`src/rtl/mem_stage_if.sv`:
```
// mem_stage_if: pipeline-side and data-memory-side signals of the memory stage.
// master = environment (upstream pipeline + data memory), slave = mem_stage.
// io_misaligned_MEM exists only when MEM_MISALIGN_TRAP_EN is defined.
interface mem_stage_if;
  logic        io_valid_MEM;
  logic [3:0]  io_memOP_ctrl_uMEM_MEM;
  logic [31:0] io_aluResult_MEM;
  logic [31:0] io_storeData_MEM;
  logic        io_stall_MEM;
  logic [31:0] io_result_MEM;
  logic        io_resultValid_MEM;
  logic        io_dmemReq;
  logic        io_dmemWe;
  logic [31:0] io_dmemAddr;
  logic [31:0] io_dmemWdata;
  logic [3:0]  io_dmemWstrb;
  logic        io_dmemAck;
  logic [31:0] io_dmemRdata;
`ifdef MEM_MISALIGN_TRAP_EN
  logic        io_misaligned_MEM;

  modport master (
    output io_valid_MEM, io_memOP_ctrl_uMEM_MEM, io_aluResult_MEM, io_storeData_MEM,
           io_dmemAck, io_dmemRdata,
    input  io_stall_MEM, io_result_MEM, io_resultValid_MEM, io_dmemReq, io_dmemWe,
           io_dmemAddr, io_dmemWdata, io_dmemWstrb, io_misaligned_MEM
  );

  modport slave (
    input  io_valid_MEM, io_memOP_ctrl_uMEM_MEM, io_aluResult_MEM, io_storeData_MEM,
           io_dmemAck, io_dmemRdata,
    output io_stall_MEM, io_result_MEM, io_resultValid_MEM, io_dmemReq, io_dmemWe,
           io_dmemAddr, io_dmemWdata, io_dmemWstrb, io_misaligned_MEM
  );
`else
  modport master (
    output io_valid_MEM, io_memOP_ctrl_uMEM_MEM, io_aluResult_MEM, io_storeData_MEM,
           io_dmemAck, io_dmemRdata,
    input  io_stall_MEM, io_result_MEM, io_resultValid_MEM, io_dmemReq, io_dmemWe,
           io_dmemAddr, io_dmemWdata, io_dmemWstrb
  );

  modport slave (
    input  io_valid_MEM, io_memOP_ctrl_uMEM_MEM, io_aluResult_MEM, io_storeData_MEM,
           io_dmemAck, io_dmemRdata,
    output io_stall_MEM, io_result_MEM, io_resultValid_MEM, io_dmemReq, io_dmemWe,
           io_dmemAddr, io_dmemWdata, io_dmemWstrb
  );
`endif
endinterface

```
`src/rtl/mem_stage.sv`:
```
// mem_stage: memory-access pipeline stage. One load/store at a time over a
// req/ack data-memory handshake, upstream stalled while the access is open,
// registered formatted result to write-back.
// Optional: MEM_MISALIGN_TRAP_EN turns misaligned half/word accesses into a
// one-cycle trap strobe instead of a memory request.
module mem_stage (
  input logic      clock,
  input logic      reset,
  mem_stage_if.slave bus
);

  typedef enum logic [1:0] {IDLE, REQ, RESP} state_t;
  typedef enum logic [3:0] {
    OP_NONE = 4'd0, OP_LB = 4'd1, OP_LH = 4'd2, OP_LW = 4'd3, OP_LBU = 4'd4,
    OP_LHU = 4'd5, OP_SB = 4'd6, OP_SH = 4'd7, OP_SW = 4'd8
  } op_t;

  state_t      state, state_next;
  op_t         op_in, op_q;
  logic [1:0]  lane_q;
  logic [31:0] addr_q, wdata_q, result_q;
  logic [3:0]  wstrb_q;
  logic        we_q, rv_q;
  logic        in_mem, in_misaligned, accept, req, stall;
  logic [31:0] wdata_d, load_data;
  logic [3:0]  wstrb_d;
  logic        we_d;
  logic [7:0]  rd_byte;
  logic [15:0] rd_half;

  assign op_in = op_t'(bus.io_memOP_ctrl_uMEM_MEM);

  // Decode the incoming op and pre-format store lanes/strobes.
  always_comb begin
    in_mem        = 1'b0;
    in_misaligned = 1'b0;
    wdata_d       = '0;
    wstrb_d       = '0;
    we_d          = 1'b0;
    case (op_in)
      OP_LB, OP_LBU: in_mem = 1'b1;
      OP_LH, OP_LHU: begin
        in_mem = 1'b1;
`ifdef MEM_MISALIGN_TRAP_EN
        in_misaligned = bus.io_aluResult_MEM[0];
`endif
      end
      OP_LW: begin
        in_mem = 1'b1;
`ifdef MEM_MISALIGN_TRAP_EN
        in_misaligned = |bus.io_aluResult_MEM[1:0];
`endif
      end
      OP_SB: begin
        in_mem  = 1'b1;
        we_d    = 1'b1;
        wdata_d = {4{bus.io_storeData_MEM[7:0]}};
        wstrb_d = 4'b0001 << bus.io_aluResult_MEM[1:0];
      end
      OP_SH: begin
        in_mem  = 1'b1;
        we_d    = 1'b1;
        wdata_d = {2{bus.io_storeData_MEM[15:0]}};
        wstrb_d = 4'b0011 << {bus.io_aluResult_MEM[1], 1'b0};
`ifdef MEM_MISALIGN_TRAP_EN
        in_misaligned = bus.io_aluResult_MEM[0];
`endif
      end
      OP_SW: begin
        in_mem  = 1'b1;
        we_d    = 1'b1;
        wdata_d = bus.io_storeData_MEM;
        wstrb_d = 4'b1111;
`ifdef MEM_MISALIGN_TRAP_EN
        in_misaligned = |bus.io_aluResult_MEM[1:0];
`endif
      end
      default: ;
    endcase
  end

  assign accept = (state == IDLE) && bus.io_valid_MEM && in_mem && !in_misaligned;

  // State register.
  always_ff @(posedge clock or posedge reset) begin
    if (reset) state <= IDLE;
    else       state <= state_next;
  end

  // Next-state logic and handshake/stall outputs.
  always_comb begin
    state_next = state;
    req        = 1'b0;
    stall      = 1'b0;
    case (state)
      IDLE: begin
        stall = accept;
        if (accept) state_next = REQ;
      end
      REQ: begin
        req   = 1'b1;
        stall = 1'b1;
        if (bus.io_dmemAck) state_next = RESP;
      end
      RESP:    state_next = IDLE;
      default: state_next = IDLE;
    endcase
  end

  // Extract and extend the addressed lane of the returned word.
  always_comb begin
    rd_byte   = bus.io_dmemRdata[{lane_q, 3'b000} +: 8];
    rd_half   = lane_q[1] ? bus.io_dmemRdata[31:16] : bus.io_dmemRdata[15:0];
    load_data = '0;
    case (op_q)
      OP_LB:   load_data = {{24{rd_byte[7]}}, rd_byte};
      OP_LBU:  load_data = {24'd0, rd_byte};
      OP_LH:   load_data = {{16{rd_half[15]}}, rd_half};
      OP_LHU:  load_data = {16'd0, rd_half};
      OP_LW:   load_data = bus.io_dmemRdata;
      default: load_data = '0;
    endcase
  end

  // Latch the accepted access and produce the registered write-back result.
  always_ff @(posedge clock or posedge reset) begin
    if (reset) begin
      op_q     <= OP_NONE;
      lane_q   <= '0;
      addr_q   <= '0;
      wdata_q  <= '0;
      wstrb_q  <= '0;
      we_q     <= 1'b0;
      result_q <= '0;
      rv_q     <= 1'b0;
    end else begin
      rv_q <= 1'b0;
      case (state)
        IDLE: begin
          if (accept) begin
            op_q    <= op_in;
            lane_q  <= bus.io_aluResult_MEM[1:0];
            addr_q  <= {bus.io_aluResult_MEM[31:2], 2'b00};
            wdata_q <= wdata_d;
            wstrb_q <= wstrb_d;
            we_q    <= we_d;
          end else if (bus.io_valid_MEM) begin
            // Pass-through and trapped misaligned ops both return the ALU value.
            result_q <= bus.io_aluResult_MEM;
            rv_q     <= 1'b1;
          end
        end
        REQ: begin
          if (bus.io_dmemAck) begin
            result_q <= we_q ? '0 : load_data;
            rv_q     <= 1'b1;
          end
        end
        default: ;
      endcase
    end
  end

`ifdef MEM_MISALIGN_TRAP_EN
  logic mis_q;

  // One-cycle misalignment strobe alongside the trapped result.
  always_ff @(posedge clock or posedge reset) begin
    if (reset) mis_q <= 1'b0;
    else       mis_q <= (state == IDLE) && bus.io_valid_MEM && in_mem && in_misaligned;
  end

  assign bus.io_misaligned_MEM = mis_q;
`endif

  assign bus.io_stall_MEM       = stall;
  assign bus.io_result_MEM      = result_q;
  assign bus.io_resultValid_MEM = rv_q;
  assign bus.io_dmemReq         = req;
  assign bus.io_dmemWe          = we_q & req;
  assign bus.io_dmemAddr        = addr_q;
  assign bus.io_dmemWdata       = wdata_q;
  assign bus.io_dmemWstrb       = wstrb_q;

endmodule
```
`src/flat_wrapper.sv`:
```
// flat-port wrapper written by rule: the top's interface ports become plain ports
module mem_stage_flat 
  (clock, reset, bus_io_valid_MEM, bus_io_memOP_ctrl_uMEM_MEM, bus_io_aluResult_MEM, bus_io_storeData_MEM, bus_io_dmemAck, bus_io_dmemRdata, bus_io_stall_MEM, bus_io_result_MEM, bus_io_resultValid_MEM, bus_io_dmemReq, bus_io_dmemWe, bus_io_dmemAddr, bus_io_dmemWdata, bus_io_dmemWstrb);
  mem_stage_if bus_i ();
  input logic clock;
  input logic reset;
  input wire logic [$bits(bus_i.io_valid_MEM)-1:0] bus_io_valid_MEM;
  input wire logic [$bits(bus_i.io_memOP_ctrl_uMEM_MEM)-1:0] bus_io_memOP_ctrl_uMEM_MEM;
  input wire logic [$bits(bus_i.io_aluResult_MEM)-1:0] bus_io_aluResult_MEM;
  input wire logic [$bits(bus_i.io_storeData_MEM)-1:0] bus_io_storeData_MEM;
  input wire logic [$bits(bus_i.io_dmemAck)-1:0] bus_io_dmemAck;
  input wire logic [$bits(bus_i.io_dmemRdata)-1:0] bus_io_dmemRdata;
  output wire logic [$bits(bus_i.io_stall_MEM)-1:0] bus_io_stall_MEM;
  output wire logic [$bits(bus_i.io_result_MEM)-1:0] bus_io_result_MEM;
  output wire logic [$bits(bus_i.io_resultValid_MEM)-1:0] bus_io_resultValid_MEM;
  output wire logic [$bits(bus_i.io_dmemReq)-1:0] bus_io_dmemReq;
  output wire logic [$bits(bus_i.io_dmemWe)-1:0] bus_io_dmemWe;
  output wire logic [$bits(bus_i.io_dmemAddr)-1:0] bus_io_dmemAddr;
  output wire logic [$bits(bus_i.io_dmemWdata)-1:0] bus_io_dmemWdata;
  output wire logic [$bits(bus_i.io_dmemWstrb)-1:0] bus_io_dmemWstrb;
  assign bus_i.io_valid_MEM = bus_io_valid_MEM;
  assign bus_i.io_memOP_ctrl_uMEM_MEM = bus_io_memOP_ctrl_uMEM_MEM;
  assign bus_i.io_aluResult_MEM = bus_io_aluResult_MEM;
  assign bus_i.io_storeData_MEM = bus_io_storeData_MEM;
  assign bus_i.io_dmemAck = bus_io_dmemAck;
  assign bus_i.io_dmemRdata = bus_io_dmemRdata;
  assign bus_io_stall_MEM = bus_i.io_stall_MEM;
  assign bus_io_result_MEM = bus_i.io_result_MEM;
  assign bus_io_resultValid_MEM = bus_i.io_resultValid_MEM;
  assign bus_io_dmemReq = bus_i.io_dmemReq;
  assign bus_io_dmemWe = bus_i.io_dmemWe;
  assign bus_io_dmemAddr = bus_i.io_dmemAddr;
  assign bus_io_dmemWdata = bus_i.io_dmemWdata;
  assign bus_io_dmemWstrb = bus_i.io_dmemWstrb;
  mem_stage u_core (.clock(clock), .reset(reset), .bus(bus_i));
endmodule
```
`config.mk`:
```
export PLATFORM = sky130hd
export DESIGN_NAME = mem_stage_flat
export DESIGN_NICKNAME = d
export VERILOG_FILES = /design/src/rtl/mem_stage_if.sv /design/src/rtl/mem_stage.sv /design/src/flat_wrapper.sv
export SDC_FILE = /design/constraint.sdc
export NUM_CORES = 1
export LEC_CHECK = 0
export CORE_MARGIN = 5
export CORE_UTILIZATION = 27
export CTS_CLUSTER_DIAMETER = 80
export DETAILED_ROUTE_END_ITERATION = 10
export DONT_BUFFER_PORTS = 1
export PLACE_DENSITY = 0.49
export SLEW_MARGIN = 25
export SYNTH_ARGS = -nofsm -noshare
export SYNTH_HDL_FRONTEND = slang
export SYNTH_SLANG_ARGS = --single-unit
```
`constraint.sdc`:
```
create_clock -name clock -period 8.61 [get_ports clock]
set_clock_uncertainty 0.2 [all_clocks]
set_input_delay 1.722 -clock clock [delete_from_list [all_inputs] [get_ports clock]]
set_output_delay 1.722 -clock clock [all_outputs]
set_load 0.005 [all_outputs]
```
# Yosys cells after proc, flatten, opt, wreduce, memory -nomap -nowiden
# Index checks and enable logic that the tools add are counted.
[op_classes]
n_addsub = 0
mul = 0
n_div = 0
magnitude_cmp = 0
eq_ne = 18
shifts = 3
mux = 20
bitwise_logic = 1
n_reduce_logical = 9
[op_table]
columns = ["op", "count"]
rows = [
  ["case mux 32 bit (5 select lines)", 1],
  ["2-to-1 mux 32 bit", 4],
  ["case mux 32 bit (3 select lines)", 1],
  ["case mux 32 bit (2 select lines)", 1],
  ["indexed part select 32 x 6 -> 8 bit", 1],
  ["== test 4 x 3 -> 1 bit (second input constant)", 6],
  ["== test 4 x 2 -> 1 bit (second input constant)", 4],
  ["2-to-1 mux 16 bit", 1],
  ["case mux 4 bit (3 select lines)", 1],
  ["== test 4 x 1 -> 1 bit (second input constant)", 2],
  ["OR reduction 8 bit", 1],
  ["2-to-1 mux 1 bit", 6],
  ["!= test 2 bit (second input constant)", 3],
  ["== test 4 bit (second input constant)", 1],
  ["2-to-1 mux 2 bit", 2],
  ["case mux 1 bit (2 select lines)", 2],
  ["case mux 2 bit (2 select lines)", 1],
  ["AND reduction 2 bit", 2],
  ["AND reduction 4 bit", 1],
  ["left shift 1 x 2 -> 4 bit (first input constant)", 1],
  ["left shift 2 x 2 -> 4 bit (first input constant)", 1],
  ["OR reduction 3 bit", 1],
  ["== test 2 x 1 -> 1 bit (second input constant)", 1],
  ["logical AND 1 bit", 2],
  ["4 further kinds", 4],
]
[totals]
reg_bits = 108
latch_bits = 0
mem_bits_rw = 0
rom_bits = 0
output_inout_bits = 104
word_cells = 60
n_memories = 0

# Depth between registers and ports, before layout
[depth]
word_depth = 6
mapped_depth = 9
depth_no_buf = 5

# Worst setup path after synthesis
# OpenSTA, ideal clock, no wires.
[synth_path]
kind = "input to output"
startpoint = "input port bus_io_memOP_ctrl_uMEM_MEM[1]"
endpoint = "output port bus_io_stall_MEM"
arrival_ps = 2631
t_required_ps = 6688
setup_slack_ps = 4057
cell_stages = 4
path_cell_list = "buf_2 -> or4_4 -> a31oi_1 -> nor2_1"
[synth_via]
elab_chain_cells = 5
[synth_lines]
columns = ["item", "line", "text"]
rows = [
  ["start: declaration", "flat_wrapper.sv:8", "input wire logic [$bits(bus_i.io_memOP_ctrl_uMEM_MEM)-1:0] bus_io_memOP_ctrl_uMEM_MEM;"],
  ["== test 4 x 1 -> 1 bit, or another cell as far along", "mem_stage.sv:40", "case (op_in)"],
  ["OR reduction 8 bit (no line) *", "-", ""],
  ["2-to-1 mux 1 bit *", "mem_stage.sv:40", ""],
  ["logical AND 1 bit *", "mem_stage.sv:82", "assign accept = (state == IDLE) && bus.io_valid_MEM && in_mem && !in_misaligned;"],
  ["case mux 1 bit (2 select lines) *", "mem_stage.sv:95", "case (state)"],
  ["end: declaration", "flat_wrapper.sv:13", "output wire logic [$bits(bus_i.io_stall_MEM)-1:0] bus_io_stall_MEM;"],
]
# Every way passes the cells marked *; elsewhere a longest branch is shown, timed or not.

# Worst setup path in the final report
[layout_path]
startpoint = "input port bus_io_memOP_ctrl_uMEM_MEM[0]"
endpoint = "output port bus_io_stall_MEM"
# The elaborated chain is that of the path after synthesis.

==> summary.txt <==
Synth
  • Cells after Synth: 545
  • Commonest cells in the synthesized netlist: 108 x dfrtp_1, 60 x nand2_1, 52 x o21ai_0
  • Synth Cell Area: around 0.0057 mm2
  • Share of the synthesized area in the top cell type: 47.6%
  • Synth Register Bits: around 110
  • EDFF count, synth: 0
  • Largest cells by area after synthesis: dfrtp_1 48%, mux2_2 8.3%, o21ai_0 4.6%
  • Synth warn: 0
  • Distinct cells, synth: 53
  • Synth area leader: dfrtp_1
  • Asr flop ratio synth: between 90% and 100%
  • Ys flop type: dfrtp_1
  • Mapped Avg Cell Area: ~10 um2
  • Most frequent cell after synthesis: dfrtp_1
  • Sequential fraction of the synthesis area: between 40 and 50%

Setup path
  • Crit path arrival time: ~2.6 ns
  • Setup crit end kind: output port
  • Slowest CP cell: or4_4
  • Reg-to-reg startpoint: u_core.lane_q[1]$_DFFE_PP0P_
  • Worst Setup Path Type: in -> out
  • Critical path buffers and inverters: 0
  • Delay-heaviest family, CP: simple AND/OR/NAND/NOR gates
  • Crit path required time: approximately 6.7 ns
  • Crit start category: primary input
  • Crit path max fanout: 18
  • R2R cell count: 4
  • CP startpoint: bus_io_memOP_ctrl_uMEM_MEM[0]
  • R2R setup slack: 5.63 ns
  • Largest stage delay, worst path: ~0.56 ns
  • Critical path depth: 3
  • FF-to-FF End: u_core.bus.io_result_MEM[26]$_DFFE_PP0P_
  • Worst-path cell chain: or4_4 -> a31oi_1 -> nor2_1

Hold path
  • Hold_sp: u_core.bus.io_dmemWdata[22]$_DFFE_PP0P_
  • Type of the worst min-delay path: reg -> reg
  • Worst Hold End: u_core.bus.io_dmemWdata[22]$_DFFE_PP0P_
  • Hold depth: 2

Floorplan
  • Initial core utilization: ~27%
  • Die ar.: 0.0240 mm2
  • Core area: approximately 0.021 mm2
  • Die W: approximately 160 um
  • Die Ht: between 150 and 200 um
  • I/O pins: roughly 210
  • # rows: 53

Drt
  • DRT antenna net count: 0
  • DR iter-0 viols: ~250
  • DRT Wirelength: ~19000 um
  • Initial DRT Pass Iterations: 4
  • Vias per cell: between 5 and 6
  • DRC Markers: 0
  • Routed len/inst: between 20 and 25 um
  • DR vias: approximately 4400

Power and ir drop
  • Static Leak: 2.54 nW
  • Total chip power: approximately 1.6 mW
  • Peak VDD IR: a little over 0.00008 V
  • Power per cell area: approximately 270 mW/mm2

CTS
  • TritonCTS clock tree: done
  • Clock Tree Buf Depth: 2
  • Clock root buffer: clkbuf_16
  • Clock-pin transition on the worst setup and hold timing paths: 0.08 ns
  • CTS H-tree lvls: 3
  • Cts hold-fix bufs: 0
  • CTS sink cnt: between 100 and 150
  • Clock latency on the worst-skew pair: around 0.36 ns
  • Total setup buffers inserted after CTS: 0
  • Cts repair resizes: 0
  • CTS buffer count: 9

Timing
  • Final hold slack: around 0.32 ns
  • Final worst slack: between 4 and 5 ns
  • Worst-Margin Slew: roughly 0.99 ns
  • Hold Vio Cnt, Final: 0
  • Fin crit period: approximately 4.5 ns
  • F_max: ~220 MHz
  • Final Slew Violations: 0
  • Total negative slack: 0 ns
  • Period utilization: 52.2%
  • RSZ-0062 raised after global routing: false
  • Final Setup Violations: 0
  • Slew HR: around a third

Finish
  • Syn-to-layout area delta: 8.41%
  • Final nets: 618
  • Fraction of layout instances using a drive strength above 1: around 17%
  • Ant. Diodes: 0

Job
  • Max-cap violation count: 0

Global route
  • Vias in the first global route: 4513
  • Initial antenna violation count: 0
  • Largest net degree at the start of global routing: 92
  • First-pass GRT wire length: between 20000 and 30000 um
  • Total grt overflow: 0
  • Tot GR Track Use: between 10% and 20%

Placed design
  • Pre-CTS WS: 4.10 ns
  • Routability-driven placement congestion ratio: approximately 0.83
  • Dpl hpwl: 14200 um
  • IO Port Bufs: 0

Status
  • Outcome: completed
-- cell type report --
| class | count | area (um2) |
|---|---|---|
| tap | 275 | 344 |
| inverter | 3 | 13.8 |
| timing repair buffer | 7 | 65.1 |
| multi-input combinational | 385 | 2740 |
| sequential | 108 | 2700 |
| clock buffer | 11 | 253 |
| fill | 2186 | 14700 |
| clock inverter | 5 | 45.0 |
-- how the worst max path moves through the flow --
stage | endpoint | slack (ns)
floorplan | u_core.bus.io_dmemAddr[10]$_DFFE_PP0P_ | 3.84
global placement | bus_io_stall_MEM | 4.07
detailed placement | bus_io_stall_MEM | 4.10
CTS | bus_io_stall_MEM | 4.10
global route | bus_io_stall_MEM | 4.07
finish | bus_io_stall_MEM | 4.12
-- state kept, by name (all words and copies together), names as in the netlist --
register	cells
u_core.lane_q	2
u_core.bus.io_result_MEM	32
u_core.we_q	1
u_core.bus.io_dmemAddr	30
u_core.state	2
u_core.bus.io_dmemWdata	32
u_core.op_q	4
u_core.bus.io_dmemWstrb	4
u_core.bus.io_resultValid_MEM	1
-- through the flow --
stage | cell area, um2 | cells | util [%]
floorplan | 5690 | 546 | -
global placement | 5830 | 777 | 27.9
detailed placement | 5840 | 777 | 28.0
CTS | 6140 | 793 | 29.4
global route | 6160 | 794 | 29.5
finish | 6160 | 794 | 29.5
-- tightest hold or removal path, cell delays in order, from the launching register on --
cell and delay (ns):
dfrtp_1 0.37, nand2_1 0.06, o21ai_0 0.06
-- layout by cell type, fill, tap and decap left out, types with 6 or more instances in the layout --
cell,instances
nand2_1,60
a22o_1,12
nand3_1,9
nor3_1,24
buf_4,6
and2_1,18
a32oi_1,8
mux4_2,8
o22a_1,9
a21oi_1,12
clkbuf_16,9
a22oi_1,16
a31oi_1,32
dfrtp_1,108
mux2_2,42
o21ai_0,52
nor2_1,14
o31ai_1,16
mux2i_1,9
o211a_1,7
-- logic make-up (layout without fill, tap and decap cells) --
group           after synthesis  count (layout)  synth area share [%]
other cells                   1               2                0.0660
xor+xnor                      1               1                 0.154
flops                       108             108                  47.6
compound gates              174             174                  20.5
mux                          59              59                  13.1
buf+inv                      53              26                  4.80
simple gates                149             149                  13.8
-- per-layer routing --
layer  vias to the layer above  wire length (um)  GRT usage [%]
li1                       1965                 -              -
met1                      2194              7090           18.2
met2                       248              9070           24.9
met3                        34              2480           7.62
met4                         0               464           5.00
met5                         -                 0              0
-- power breakdown --
group	total, mW	leakage (nW)	internal, mW	switching [mW]
Combinational	0.400	1.07	0.197	0.203
Sequential	0.824	1.32	0.653	0.171
Clock	0.422	0.144	0.216	0.206
No activity file was read; power rests on OpenSTA's default activity.
